==> src/rtl/rr_mux_nbit_if.sv <==
// rtl/rr_mux_nbit_if.sv - channel request bus and output beat bus for rr_mux_nbit
interface rr_mux_nbit_if #(
   parameter int NUM_OF_INPUTS = 5,
   parameter int INPUT_WIDTH   = 4
);
   localparam int SEL_W = $clog2(NUM_OF_INPUTS);

   logic [INPUT_WIDTH-1:0]   in_data [NUM_OF_INPUTS];
   logic [NUM_OF_INPUTS-1:0] in_valid;
   logic [NUM_OF_INPUTS-1:0] in_ready;
   logic [INPUT_WIDTH-1:0]   out_data;
   logic [SEL_W-1:0]         out_sel;
   logic                     out_valid;
   logic                     out_ready;

   // Producer/consumer side: drives requests and the downstream ready
   modport master (
      output in_data, in_valid, out_ready,
      input  in_ready, out_data, out_sel, out_valid
   );

   // Arbiter side
   modport slave (
      input  in_data, in_valid, out_ready,
      output in_ready, out_data, out_sel, out_valid
   );
endinterface

==> src/rtl/rr_mux_nbit.sv <==
// rtl/rr_mux_nbit.sv - round-robin N-channel mux with a registered output beat
module rr_mux_nbit #(
   parameter int NUM_OF_INPUTS = 5,
   parameter int INPUT_WIDTH   = 4
) (
   input  logic          clk,
   input  logic          rst,
   rr_mux_nbit_if.slave  bus
);
   localparam int SEL_W = $clog2(NUM_OF_INPUTS);

   logic [INPUT_WIDTH-1:0]   out_data_q, out_data_d;
   logic [SEL_W-1:0]         out_sel_q, out_sel_d;
   logic                     out_valid_q, out_valid_d;
   logic [SEL_W-1:0]         ptr_q, ptr_d;

   logic                     load_en;
   logic                     grant_any;
   logic [SEL_W-1:0]         grant_idx;
   logic [NUM_OF_INPUTS-1:0] grant_vec;

   // Output register can take a new beat when empty or being drained this cycle
   assign load_en = !out_valid_q || bus.out_ready;

   // Round-robin search: first pass covers ptr..N-1, second pass wraps to 0..ptr-1
   always_comb begin
      grant_any = 1'b0;
      grant_idx = '0;
      grant_vec = '0;
      for (int i = 0; i < NUM_OF_INPUTS; i++) begin
         if (!grant_any && bus.in_valid[i] && (i >= int'(ptr_q))) begin
            grant_any    = 1'b1;
            grant_idx    = SEL_W'(i);
            grant_vec[i] = 1'b1;
         end
      end
      for (int i = 0; i < NUM_OF_INPUTS; i++) begin
         if (!grant_any && bus.in_valid[i] && (i < int'(ptr_q))) begin
            grant_any    = 1'b1;
            grant_idx    = SEL_W'(i);
            grant_vec[i] = 1'b1;
         end
      end
   end

   // Accept is the grant gated by output space; nothing is taken while in reset
   always_comb begin
      bus.in_ready = '0;
      if (!rst && load_en) begin
         bus.in_ready = grant_vec;
      end
   end

   // Next-state: load granted beat, drain to empty when idle, or hold under backpressure
   always_comb begin
      out_data_d  = out_data_q;
      out_sel_d   = out_sel_q;
      out_valid_d = out_valid_q;
      ptr_d       = ptr_q;
      if (load_en) begin
         if (grant_any) begin
            out_data_d  = bus.in_data[grant_idx];
            out_sel_d   = grant_idx;
            out_valid_d = 1'b1;
            if (grant_idx == SEL_W'(NUM_OF_INPUTS - 1)) begin
               ptr_d = '0;
            end else begin
               ptr_d = grant_idx + 1'b1;
            end
         end else begin
            out_valid_d = 1'b0;
         end
      end
   end

   // State registers; reset discards any held beat and restarts the search at channel 0
   always_ff @(posedge clk) begin
      if (rst) begin
         out_data_q  <= '0;
         out_sel_q   <= '0;
         out_valid_q <= 1'b0;
         ptr_q       <= '0;
      end else begin
         out_data_q  <= out_data_d;
         out_sel_q   <= out_sel_d;
         out_valid_q <= out_valid_d;
         ptr_q       <= ptr_d;
      end
   end

   assign bus.out_data  = out_data_q;
   assign bus.out_sel   = out_sel_q;
   assign bus.out_valid = out_valid_q;
endmodule

==> src/flat_wrapper.sv <==
// flat-port wrapper written by rule: the top's interface ports become plain ports
module rr_mux_nbit_flat 
#(
   parameter int NUM_OF_INPUTS = 5,
   parameter int INPUT_WIDTH   = 4
)
  (clk, rst, bus_in_data, bus_in_valid, bus_out_ready, bus_in_ready, bus_out_data, bus_out_sel, bus_out_valid);
  rr_mux_nbit_if #(.NUM_OF_INPUTS(NUM_OF_INPUTS), .INPUT_WIDTH(INPUT_WIDTH)) bus_i ();
  input  logic clk;
  input  logic rst;
  input wire logic [$bits(bus_i.in_data)-1:0] bus_in_data;
  input wire logic [$bits(bus_i.in_valid)-1:0] bus_in_valid;
  input wire logic [$bits(bus_i.out_ready)-1:0] bus_out_ready;
  output wire logic [$bits(bus_i.in_ready)-1:0] bus_in_ready;
  output wire logic [$bits(bus_i.out_data)-1:0] bus_out_data;
  output wire logic [$bits(bus_i.out_sel)-1:0] bus_out_sel;
  output wire logic [$bits(bus_i.out_valid)-1:0] bus_out_valid;
  assign bus_i.in_data = {>>{bus_in_data}};
  assign bus_i.in_valid = bus_in_valid;
  assign bus_i.out_ready = bus_out_ready;
  assign bus_in_ready = bus_i.in_ready;
  assign bus_out_data = bus_i.out_data;
  assign bus_out_sel = bus_i.out_sel;
  assign bus_out_valid = bus_i.out_valid;
  rr_mux_nbit #(.NUM_OF_INPUTS(NUM_OF_INPUTS), .INPUT_WIDTH(INPUT_WIDTH)) u_core (.clk(clk), .rst(rst), .bus(bus_i));
endmodule
==> config.mk <==
export PLATFORM = sky130hd
export DESIGN_NAME = rr_mux_nbit_flat
export DESIGN_NICKNAME = d
export VERILOG_FILES = /design/src/rtl/rr_mux_nbit_if.sv /design/src/rtl/rr_mux_nbit.sv /design/src/flat_wrapper.sv
export SDC_FILE = /design/constraint.sdc
export NUM_CORES = 1
export LEC_CHECK = 0
export CORE_UTILIZATION = 46
export CTS_CLUSTER_SIZE = 30
export DETAILED_ROUTE_END_ITERATION = 7
export GPL_ROUTABILITY_DRIVEN = 0
export PLACE_DENSITY = 0.85
export SYNTH_ARGS = -nofsm -noshare
export SYNTH_HDL_FRONTEND = slang
export SYNTH_SLANG_ARGS = --single-unit
==> constraint.sdc <==
create_clock -name clk -period 6.4 [get_ports clk]
set_input_delay 0.96 -clock clk [delete_from_list [all_inputs] [get_ports clk]]
set_output_delay 0.96 -clock clk [all_outputs]
set_load 0.03 [all_outputs]
==> out/metrics.yaml, run 1 <==
routing:
  postRouteAntennaNets: 0
  initialDrtViolationCount: 28
  routed_wl_um: 2760
  viasPerCell: 6.05
  wl_per_cell_um: 14.9
  vias: 1120
  route.detailed.drc: 0
  firstDrtPassIters: 4
setup_path:
  end_kind: "primary output"
  cp.required_ps: 5440
  critPathArrivalTime_ps: 3360
  crit_buf_inv: 2
  crit_top_cell: "clkdlybuf4s50_1"
  worst_path_largest_cell_delay_ps: 760
  worstPathCellList: "clkdlybuf4s50_1 > nor2b_1 > o21bai_1 > a311oi_1 > a2111oi_0 > clkdlybuf4s50_1"
  slowest_stage: "clkdlybuf4s50_1"
  critPathTopFamily: "buffers and inverters"
  crit_type: "in -> out"
  path_max_fanout: 9
  critPathLaunchType: "input pin"
final_layout:
  layout_commonest_cell: "clkdlybuf4s50_1"
  n_antenna_cell: 0
  final_cell_mix: "40 x clkdlybuf4s50_1, 11 x dfxtp_1, 10 x nor2_1"
  drive_above_1_share: 0.120
  final_cells: 185
  areaGrowthSynthToFinish_pct: 41.6
  postLayoutCoreUtil: 0.704
  fin_area_mm2: 0.00141
  nets: 189
grt:
  grt_usage: 0.250
  grt_max_degree: 14
  grt_pass1_wl_um: 4660
  grt_pass1_vias: 1035
  gr-total-overflow: 0
  antenna_found_initial: 0
synth:
  yosysSeqAreaShare: 0.221
  synthesis.nets: 151
  synth_seq_cells: 11
  synth_cell_types: 42
  post-synth-top-area-fraction: 0.221
  ys_warn_count: 0
  synthArstFlopShare: 0
  synth-edff-count: 0
  syn_area_per_cell_um2: 8.22
  syn-instance-count: 121
  synthFlopType: "dfxtp_1"
  synthTopCellsByArea: "dfxtp_1 22%, a2111oi_0 7.9%, and2_2 6.0%"
  syn_area_um2: 995
  synth_largest_area_cell: "dfxtp_1"
power_and_ir_drop:
  power_mw: 0.327
  peakVddDrop_mv: 0.157
  p_per_area_mw_per_mm2: 232
  p_leak_nw: 0.502
timing:
  period_share: 0.676
  fin_crit_ps: 4320
  finalMaxSlewViolations: 0
  fin_tns_setup_ps: 0
  timing.final.ws_setup_ps: 2080
  rsz0062_at_grt: "false"
  slew_headroom: 0.614
  fmax_ghz: 0.231
  worstMarginPinSlew_ps: 576
  hold_slack_ps: 460
  setup_viol: 0
  finClkSkew_ps: 9.76
  hold_violations: 0
placed_design:
  io_buffers: 40
  pre_cts_ws_ps: 2110
  dp_cells: 181
  hpwl_um: 2060
  place_area_mm2: 0.00138
clocking:
  cts_resized: 0
  ctsHtreeMaxLevel: 1
  cts_root_buf: "clkbuf_4"
  clk_pin_slew_ps: 70
  cts_tree: "yes"
  clock_path_buffers: 2
  holdBufCountCts: 0
  post-cts-setup-buffers: 0
  cts_buffers: 3
  clock_latency_ps: 280
  clkSinkCount: 11
floorplan:
  io-pin-count: 41
  rows: 16
  dieArea_mm2: 0.00235
  start_util: 0.497
  dieHeight_um: 48.5
  die_w_um: 48.5
  core_mm2: 0.00200
run:
  max-cap-violations: 0
hold_path:
  min_path_type: "reg -> reg"
status:
  status: "complete, no violations"
## worst paths after layout
kind | slack (ps) | from | end | depth (start not counted)
setup / recovery | 2080 | bus_in_valid[0] | bus_in_ready[0] | 6
hold reg to reg | 460 | u_core.bus.out_sel[2] | u_core.bus.out_sel[2] | 2
setup reg to reg | 3850 | u_core.ptr_q[2] | u_core.ptr_q[2] | 7
hold / removal | 460 | u_core.bus.out_sel[2] | u_core.bus.out_sel[2] | 2
## cells in the mapped netlist (2+ instances only)
library cell,count
nor3_1,2
dfxtp_1,11
o21ai_0,3
nor2_1,10
a311oi_1,2
buf_2,3
nand3_1,4
and2_2,8
a2111oi_0,9
inv_1,5
a21o_1,2
or3_1,3
o21bai_1,2
nor3b_1,2
nor2b_1,3
nand2b_1,3
ha_1,2
buf_6,2
a21oi_1,8
nor4_1,6
o22ai_1,4
nand2_1,6
a211oi_1,2
## area by class of cell
type                       count  area [µm²]
multi-input combinational     97         703
inverter                       6        25.0
timing repair buffer          40         400
fill                         160         593
clock buffer                   4        26.3
sequential                    11         220
tap                           27        33.8
## state kept, by name, summed over array words and instances, names as in the netlist
name                  flops
u_core.ptr_q              3
u_core.bus.out_valid      1
u_core.bus.out_sel        3
u_core.bus.out_data       4
## worst register-to-register path, cell delays in order (launching register included)
cell      delay [ps]
dfxtp_1          590
a21o_1           270
o21ai_0          170
o32ai_4          490
inv_4            110
ha_1             230
or3_1            370
a311oi_1         230
## cells by family after synthesis
kind of cell | count (synthesis) | share of synthesized area
simple gates | 50 | 0.291
compound gates | 45 | 0.391
buf+inv | 13 | 0.0717
flops | 11 | 0.221
fa+ha+maj | 2 | 0.0252
## where the power goes
part | internal (mW) | switching [mW] | total [mW] | leakage [nW]
logic | 0.0794 | 0.0986 | 0.178 | 0.396
registers | 0.0811 | 0.0185 | 0.0995 | 0.0913
clock network | 0.0241 | 0.0254 | 0.0495 | 0.0150
## routing by layer
layer | GRT usage | up-vias | wire length [µm]
li1 | - | 540 | -
met1 | 0.326 | 509 | 1210
met2 | 0.408 | 59 | 1280
met3 | 0.0377 | 12 | 187
met4 | 0.113 | 0 | 82
met5 | 0 | - | 0
(Power assumes the default switching activity.)
==> inputs of run 2 (changes only) <==
- CORE_UTILIZATION: 46 -> 38
- PLACE_DENSITY: 0.85 -> 0.75
- clock period: 6.4 -> 3.9 ns (I/O delays scaled with it)
==> out/metrics.yaml, run 2 (same netlist as run 1, synthesis figures left out) <==
grt:
  grt_max_degree: 14  # unchanged
  grt_usage: 0.218  # -0.0327
  grt_pass1_vias: 1055  # +1.9%
  gr-total-overflow: 0  # unchanged
  antenna_found_initial: 0  # unchanged
  grt_pass1_wl_um: 4610  # -1.0%
timing:
  hold_violations: 0  # unchanged
  slew_headroom: 0.620  # +0.00663
  rsz0062_at_grt: "false"
  fin_crit_ps: 3470
  worstMarginPinSlew_ps: 567  # -9.89 ps
  period_share: 0.890
  finClkSkew_ps: 4.96  # -4.80 ps
  fin_tns_setup_ps: 0  # unchanged
  setup_viol: 0  # unchanged
  fmax_ghz: 0.288
  finalMaxSlewViolations: 0  # unchanged
power_and_ir_drop:
  peakVddDrop_mv: 0.210  # +34%
  p_per_area_mw_per_mm2: 373  # +61%
  power_mw: 0.532  # +63%
  p_leak_nw: 0.511  # +1.9%
clocking:
  cts_buffers: 3  # unchanged
  holdBufCountCts: 0  # unchanged
  clk_pin_slew_ps: 70  # about the same
  ctsHtreeMaxLevel: 1  # unchanged
  post-cts-setup-buffers: 0  # unchanged
  cts_resized: 0  # unchanged
  clock_latency_ps: 260  # -20 ps
  clock_path_buffers: 2  # unchanged
  cts_tree: "yes"
  clkSinkCount: 11  # unchanged
  cts_root_buf: "clkbuf_4"
setup_path:
  worstPathCellList: "clkdlybuf4s50_1 > nor2b_1 > o21bai_1 > a311oi_1 > a2111oi_0 > clkdlybuf4s50_1"
  end_kind: "primary output"
  r2r-start: "u_core.ptr_q[2]"
  critPathTopFamily: "buffers and inverters"
  path_max_fanout: 9  # unchanged
  crit_type: "in -> out"
  r2r_end: "u_core.ptr_q[2]"
  cp.required_ps: 3310  # -2130 ps
  r2r_cells: 7  # unchanged
  critPathLaunchType: "input pin"
  critPathArrivalTime_ps: 2890  # -470 ps
  slowest_stage: "clkdlybuf4s50_1"
  crit_start: "bus_in_valid[0]"
  crit_buf_inv: 2  # unchanged
  crit_top_cell: "clkdlybuf4s50_1"
  ff2ff_setup_slack_ps: 1370  # -2480 ps
  worst_path_largest_cell_delay_ps: 740  # -20 ps
final_layout:
  layout_commonest_cell: "clkdlybuf4s50_1"
  areaGrowthSynthToFinish_pct: 43.5
  final_cells: 190  # +2.7%
  n_antenna_cell: 0  # unchanged
  nets: 191  # +1.1%
  drive_above_1_share: 0.131  # +0.0110
  final_cell_mix: "40 x clkdlybuf4s50_1, 11 x dfxtp_1, 10 x nor2_1"
  largest_reg_flops: 4  # unchanged
floorplan:
  rows: 18  # +2
  dieArea_mm2: 0.00283  # +20%
  start_util: 0.402  # -0.0954
  core_mm2: 0.00248  # +24%
  io-pin-count: 41  # unchanged
  dieHeight_um: 53.2  # +9.6%
  die_w_um: 53.2  # +9.6%
placed_design:
  hpwl_um: 2090  # +1.5%
  dp_cells: 186  # +2.8%
  io_buffers: 40  # unchanged
routing:
  firstDrtPassIters: 4  # unchanged
  initialDrtViolationCount: 17  # -39%
  postRouteAntennaNets: 0  # unchanged
  vias: 1109  # -0.98%
  viasPerCell: 5.84  # -3.6%
  routed_wl_um: 2700  # -1.9%
  route.detailed.drc: 0  # unchanged
  wl_per_cell_um: 14.2  # -4.4%
hold_path:
  min_to: "u_core.bus.out_sel[2]"
  min_from: "u_core.bus.out_sel[2]"
  min_path_cells: 2  # unchanged
  min_path_type: "reg -> reg"
run:
  max-cap-violations: 0  # unchanged
status:
  status: "complete, no violations"
## run 2: worst reg2reg max path, stage by stage (launching register included)
cell and delay, ps:
dfxtp_1 600, a21o_1 260, o21ai_0 170, o32ai_4 480, inv_4 110, ha_1 230
or3_1 370, a311oi_1 230
## run 2: worst max path at each step
stage                     cells after the start              end
final                                         6  bus_in_ready[0]
after CTS                                     6  bus_in_ready[0]
after floorplan                               5  bus_in_ready[0]
after detailed placement                      6  bus_in_ready[0]
after global routing                          6  bus_in_ready[0]
after global placement                        6  bus_in_ready[0]
## run 2: layout make-up
| class | count | area, µm² |
|---|---|---|
| Inverter | 6 | 25.0 |
| Clock buffer | 4 | 26.3 |
| Fill cell | 237 | 1050 |
| Tap cell | 30 | 37.5 |
| Multi-Input combinational cell | 97 | 703 |
| Timing Repair Buffer | 42 | 415 |
| Sequential cell | 11 | 220 |
## run 2: report_power, final
part	switching, mW	total, mW	internal [mW]
Clock	0.0375	0.0770	0.0395
Combinational	0.161	0.293	0.132
Sequential	0.0291	0.162	0.133
## run 2: metal layers
metal  routed length (µm)  vias to the layer above  track usage
met4                    9                        0       0.0570
li1                     -                      546            -
met3                  215                        2       0.0316
met1                 1170                      509        0.271
met2                 1310                       52        0.386
met5                    0                        -            0
## run 2: metrics by stage
stage | hold slack (ps) | util | cell area [µm²] | setup slack [ps]
final | 465 | 0.576 | 1430 | 429
after global routing | 480 | 0.576 | 1430 | 270
after CTS | 464 | 0.576 | 1430 | 419
after detailed placement | 451 | 0.566 | 1400 | 409
after global placement | 455 | 0.566 | 1400 | 525
after floorplan | 581 | - | 995 | 603
